File: src/rtl/xbus_initiator.sv
// Single-outstanding Xbus master: client command/response handshake to Xbus cycles.
// Optional no-ack watchdog enabled by defining XBUS_INIT_TIMEOUT_EN.
module xbus_initiator #(
  parameter int TIMEOUT = 255
) (
  input  logic        clk,
  input  logic        reset,
  input  logic        cmd_valid,
  output logic        cmd_ready,
  input  logic        cmd_write,
  input  logic [21:0] cmd_addr,
  input  logic [31:0] cmd_wdata,
  output logic        rsp_valid,
  output logic [31:0] rsp_rdata,
  output logic        rsp_timeout,
  output logic [21:0] bus_addr,
  output logic [31:0] bus_wdata,
  output logic        bus_req,
  output logic        bus_write,
  input  logic [31:0] bus_rdata,
  input  logic        bus_ack,
  input  logic        bus_decode
);

  typedef enum logic [1:0] {IDLE = 2'd0, BUSY = 2'd1, DRAIN = 2'd2} state_t;

  state_t      state, state_nxt;
  logic        cmd_ready_nxt, rsp_valid_nxt, bus_req_nxt, bus_write_nxt;
  logic [21:0] bus_addr_nxt;
  logic [31:0] bus_wdata_nxt, rsp_rdata_nxt;
  logic        unused_decode;

  // Decode is only of interest to a future watchdog refinement.
  assign unused_decode = bus_decode & (TIMEOUT != 0);

`ifdef XBUS_INIT_TIMEOUT_EN
  localparam int               CNT_W    = $clog2(TIMEOUT + 1);
  localparam logic [CNT_W-1:0] CNT_LAST = CNT_W'(TIMEOUT - 1);

  logic [CNT_W-1:0] counter, counter_nxt;
  logic             rsp_timeout_q, rsp_timeout_nxt;

  assign rsp_timeout = rsp_timeout_q;
`else
  assign rsp_timeout = 1'b0;
`endif

  always_comb begin
    state_nxt     = state;
    cmd_ready_nxt = 1'b0;
    rsp_valid_nxt = 1'b0;
    rsp_rdata_nxt = rsp_rdata;
    bus_req_nxt   = bus_req;
    bus_write_nxt = bus_write;
    bus_addr_nxt  = bus_addr;
    bus_wdata_nxt = bus_wdata;
`ifdef XBUS_INIT_TIMEOUT_EN
    counter_nxt     = counter;
    rsp_timeout_nxt = rsp_timeout_q;
`endif
    case (state)
      IDLE: begin
        cmd_ready_nxt = 1'b1;
        if (cmd_valid && cmd_ready) begin
          bus_addr_nxt  = cmd_addr;
          bus_wdata_nxt = cmd_wdata;
          bus_write_nxt = cmd_write;
          bus_req_nxt   = 1'b1;
          cmd_ready_nxt = 1'b0;
`ifdef XBUS_INIT_TIMEOUT_EN
          counter_nxt   = '0;
`endif
          state_nxt     = BUSY;
        end
      end
      BUSY: begin
        if (bus_ack) begin
          rsp_rdata_nxt = bus_write ? 32'd0 : bus_rdata;
          rsp_valid_nxt = 1'b1;
          bus_req_nxt   = 1'b0;
          bus_write_nxt = 1'b0;
`ifdef XBUS_INIT_TIMEOUT_EN
          rsp_timeout_nxt = 1'b0;
`endif
          state_nxt     = DRAIN;
        end
`ifdef XBUS_INIT_TIMEOUT_EN
        else if (counter == CNT_LAST) begin
          rsp_rdata_nxt   = 32'd0;
          rsp_valid_nxt   = 1'b1;
          rsp_timeout_nxt = 1'b1;
          bus_req_nxt     = 1'b0;
          state_nxt       = DRAIN;
        end else begin
          counter_nxt = counter + 1'b1;
        end
`endif
      end
      DRAIN: begin
        // Wait out the responder's ack tail so it cannot complete the next command.
        if (!bus_ack) begin
          cmd_ready_nxt = 1'b1;
          state_nxt     = IDLE;
        end
      end
      default: state_nxt = IDLE;
    endcase
  end

  always_ff @(posedge clk) begin
    if (reset) begin
      state     <= IDLE;
      cmd_ready <= 1'b0;
      rsp_valid <= 1'b0;
      rsp_rdata <= 32'd0;
      bus_req   <= 1'b0;
      bus_write <= 1'b0;
      bus_addr  <= 22'd0;
      bus_wdata <= 32'd0;
`ifdef XBUS_INIT_TIMEOUT_EN
      counter       <= '0;
      rsp_timeout_q <= 1'b0;
`endif
    end else begin
      state     <= state_nxt;
      cmd_ready <= cmd_ready_nxt;
      rsp_valid <= rsp_valid_nxt;
      rsp_rdata <= rsp_rdata_nxt;
      bus_req   <= bus_req_nxt;
      bus_write <= bus_write_nxt;
      bus_addr  <= bus_addr_nxt;
      bus_wdata <= bus_wdata_nxt;
`ifdef XBUS_INIT_TIMEOUT_EN
      counter       <= counter_nxt;
      rsp_timeout_q <= rsp_timeout_nxt;
`endif
    end
  end

endmodule

File: config.mk
export PLATFORM = sky130hd
export DESIGN_NAME = xbus_initiator
export DESIGN_NICKNAME = d
export VERILOG_FILES = /design/src/rtl/xbus_initiator.sv
export SDC_FILE = /design/constraint.sdc
export NUM_CORES = 1
export LEC_CHECK = 0
export CORE_UTILIZATION = 34
export CTS_CLUSTER_DIAMETER = 50
export DETAILED_ROUTE_END_ITERATION = 10
export PLACE_DENSITY_LB_ADDON = 0.25
export SKIP_LAST_GASP = 1
export SYNTH_ARGS = -nofsm -noshare
export SYNTH_HDL_FRONTEND = slang
export SYNTH_SLANG_ARGS = --single-unit
export TNS_END_PERCENT = 1
File: constraint.sdc
create_clock -name clk -period 1.2 [get_ports clk]
set_input_delay 0.24 -clock clk [delete_from_list [all_inputs] [get_ports clk]]
set_output_delay 0.24 -clock clk [all_outputs]
set_load 0.01 [all_outputs]
==> metrics.txt <==
Hold Crit Depth=2; Post-Synthesis Cells=approximately 350; FFs w/ async S/R, synth=0%; Peak supply drop=roughly 0.00060 V; Cell Pwr Density=1180 mW/mm²; Final Hold Viols=0; max cap viols=0; Hold Path Origin=reset; number of distinct library cells after synthesis=22; Die Width=98.6 µm; CTS tree=yes; Post-synth EDFFs=0; final worst slack=-0.158 ns; Vias per Instance=approximately 4.7; r2r worst-path depth=3; initial drt markers=roughly 110; Fin Hold WS=0.185 ns; First-pass DRT Iterations=4; # placed instances=628; largest net degree at the start of global routing=45; most frequent cells in the layout=118 x nand2_1, 92 x dfxtp_1, 89 x clkdlybuf4s50_1, 89 x dlygate4sd2_1, 65 x a21oi_1; hpwl dp=6590 µm; Pins Over Slew Limit=0; vias in the first global route=~3,000; antenna cells=0; clk buf depth=2; post-synth top area cell=dfxtp_1; final worst-path cycle share=113%; post-CTS setup repair buffer count=0; RSZ-0062 raised after global routing=true; P&R area growth vs syn=63.6%; cts bufs inserted=9; Clk Latency, worst-skew pair=about 0.35 ns; Critical Path Source=state[1]; top cell type's share of synthesized area=between 50% and 60%; Hold Path Class=in -> reg; die area=about 0.0097 mm²; share of layout cells above drive strength 1=6.90%; H-tree lvl count=3; DR WL/cell=14.0 µm; Least-Margin Pin Slew=approximately 0.53 ns; first-pass GRT wire length=approximately 15,000 µm; dpl ws=-0.509 ns; WS Path Type=reg -> reg; Slew HR=64.9%; Site Rows=34; synthesis warning total=0; GRT Util Overall=18.9%; most common cell after layout, fill and taps aside=nand2_1; Final setup viols=97; Worst EP arrival=between 1.5 and 2 ns; Setup crit end kind=flip-flop; largest fanout on the critical path=24; Die Y=~100 µm; Post-Syn Nets=441; Cell Area, Synth=~0.0032 mm²; core area=slightly below 0.009 mm²; initial antenna violation count=0; outcome=finished with violations; Avg Synthesized Cell Area=between 9 and 10 µm²; ys flop type=dfxtp_1; clock root buffer=clkbuf_8; top post-synthesis cells by area=dfxtp_1 58%, nand2_1 14%, a21oi_1 10%, a22o_1 6.6%, buf_4 2.1%; Initial Utilization=a little over a third; FMAX=around 740 MHz; Overflow after GRT=0; Routed WL=9030 µm; Critical Path RT=1.50 ns; number of clock sinks=just over 90; CTS clk-pin slew, worst paths=0.09 ns; Layout Cells excl Fill=roughly 640; CP Launch Type=flip-flop; part of the Yosys area used for sequential elements=58.1%; GPL Wtd Cong=0.734; failing checks=setup timing; Final min period=between 1 and 1.5 ns; via count=between 3,000 and 4,000; post-route ant nets=0; Remaining DRCs=0; Yosys reg bits=92; RR Startpoint=state[1]; port buffer count=180; Ports=between 150 and 200; Pleak=roughly 0.0023 µW; Nets=623; Final Skew=just over 0.008 ns
==> cells in the mapped netlist, types with 2 or more instances <==
master    instances
dfxtp_1          92
nor2_1            4
a22o_1           24
a21oi_1          65
clkbuf_1          7
buf_2             5
nand2_1         118
buf_4             9
nand3b_1          9
nand2b_1          2
buf_6             3
==> layout make-up <==
cell class                      count  area [µm²]
Clock inverter                      4        32.5
Clock buffer                       12         155
Multi-Input combinational cell    232        1180
Tap cell                          108         135
Sequential cell                    92        1840
Fill cell                         864        3700
Timing Repair Buffer              196        1850
==> state kept, by name (all words and copies together) (netlist names) <==
register,count
bus_req,1
cmd_ready,1
bus_addr,22
bus_wdata,32
state,2
bus_write,1
rsp_valid,1
rsp_rdata,32
==> worst max-delay path: stages (launching register included) <==
cell     delay (ns)
dfxtp_1        0.43
and3b_1        0.24
nor2_4         0.42
a22o_1         0.21
==> where the power goes <==
group          switching (µW)  internal (µW)
sequential               62.5           3180
combinational             401            520
clock                    1080            879
total                    1540           4580
==> logic make-up after synthesis <==
| logic type | synth area share [%] |
|---|---|
| other | 0.118 |
| buffers and inverters | 4.93 |
| AO/OA/AOI/OAI | 17.4 |
| flip-flops | 58.1 |
| AND/OR/NAND/NOR | 19.5 |
==> per-layer routing <==
metal	GRT usage [%]	part of all wire [%]
met3	6.88	7.1
met5	0	0
met1	22.1	44
met2	32.6	48
met4	5.51	1.6
==> per-stage QoR <==
step                power (µW)  cell area [µm²]  util (%)  TNS, ns
global placement          4310             5110      57.5   -30.06
global route              6430             5190      58.3   -18.15
floorplan                 3680             3170         -        0
finish                    6120             5190      58.3    -4.33
detailed placement        4330             5110      57.5   -33.88
CTS                       6190             5180      58.3    -7.37
==> path summary, 6_finish.rpt <==
check | end | slack, ns
setup / recovery | rsp_rdata[19] | -0.16
hold / removal | cmd_ready | 0.19
setup reg to reg | rsp_rdata[19] | -0.16
hold reg to reg | rsp_rdata[6] | 0.45
==> what timing repair did <==
item	4_1_cts	5_1_grt
setup endpoints to repair	166	179
gates resized for setup	89	1
hold buffers	0	0
No activity file was read; power rests on OpenSTA's default activity.
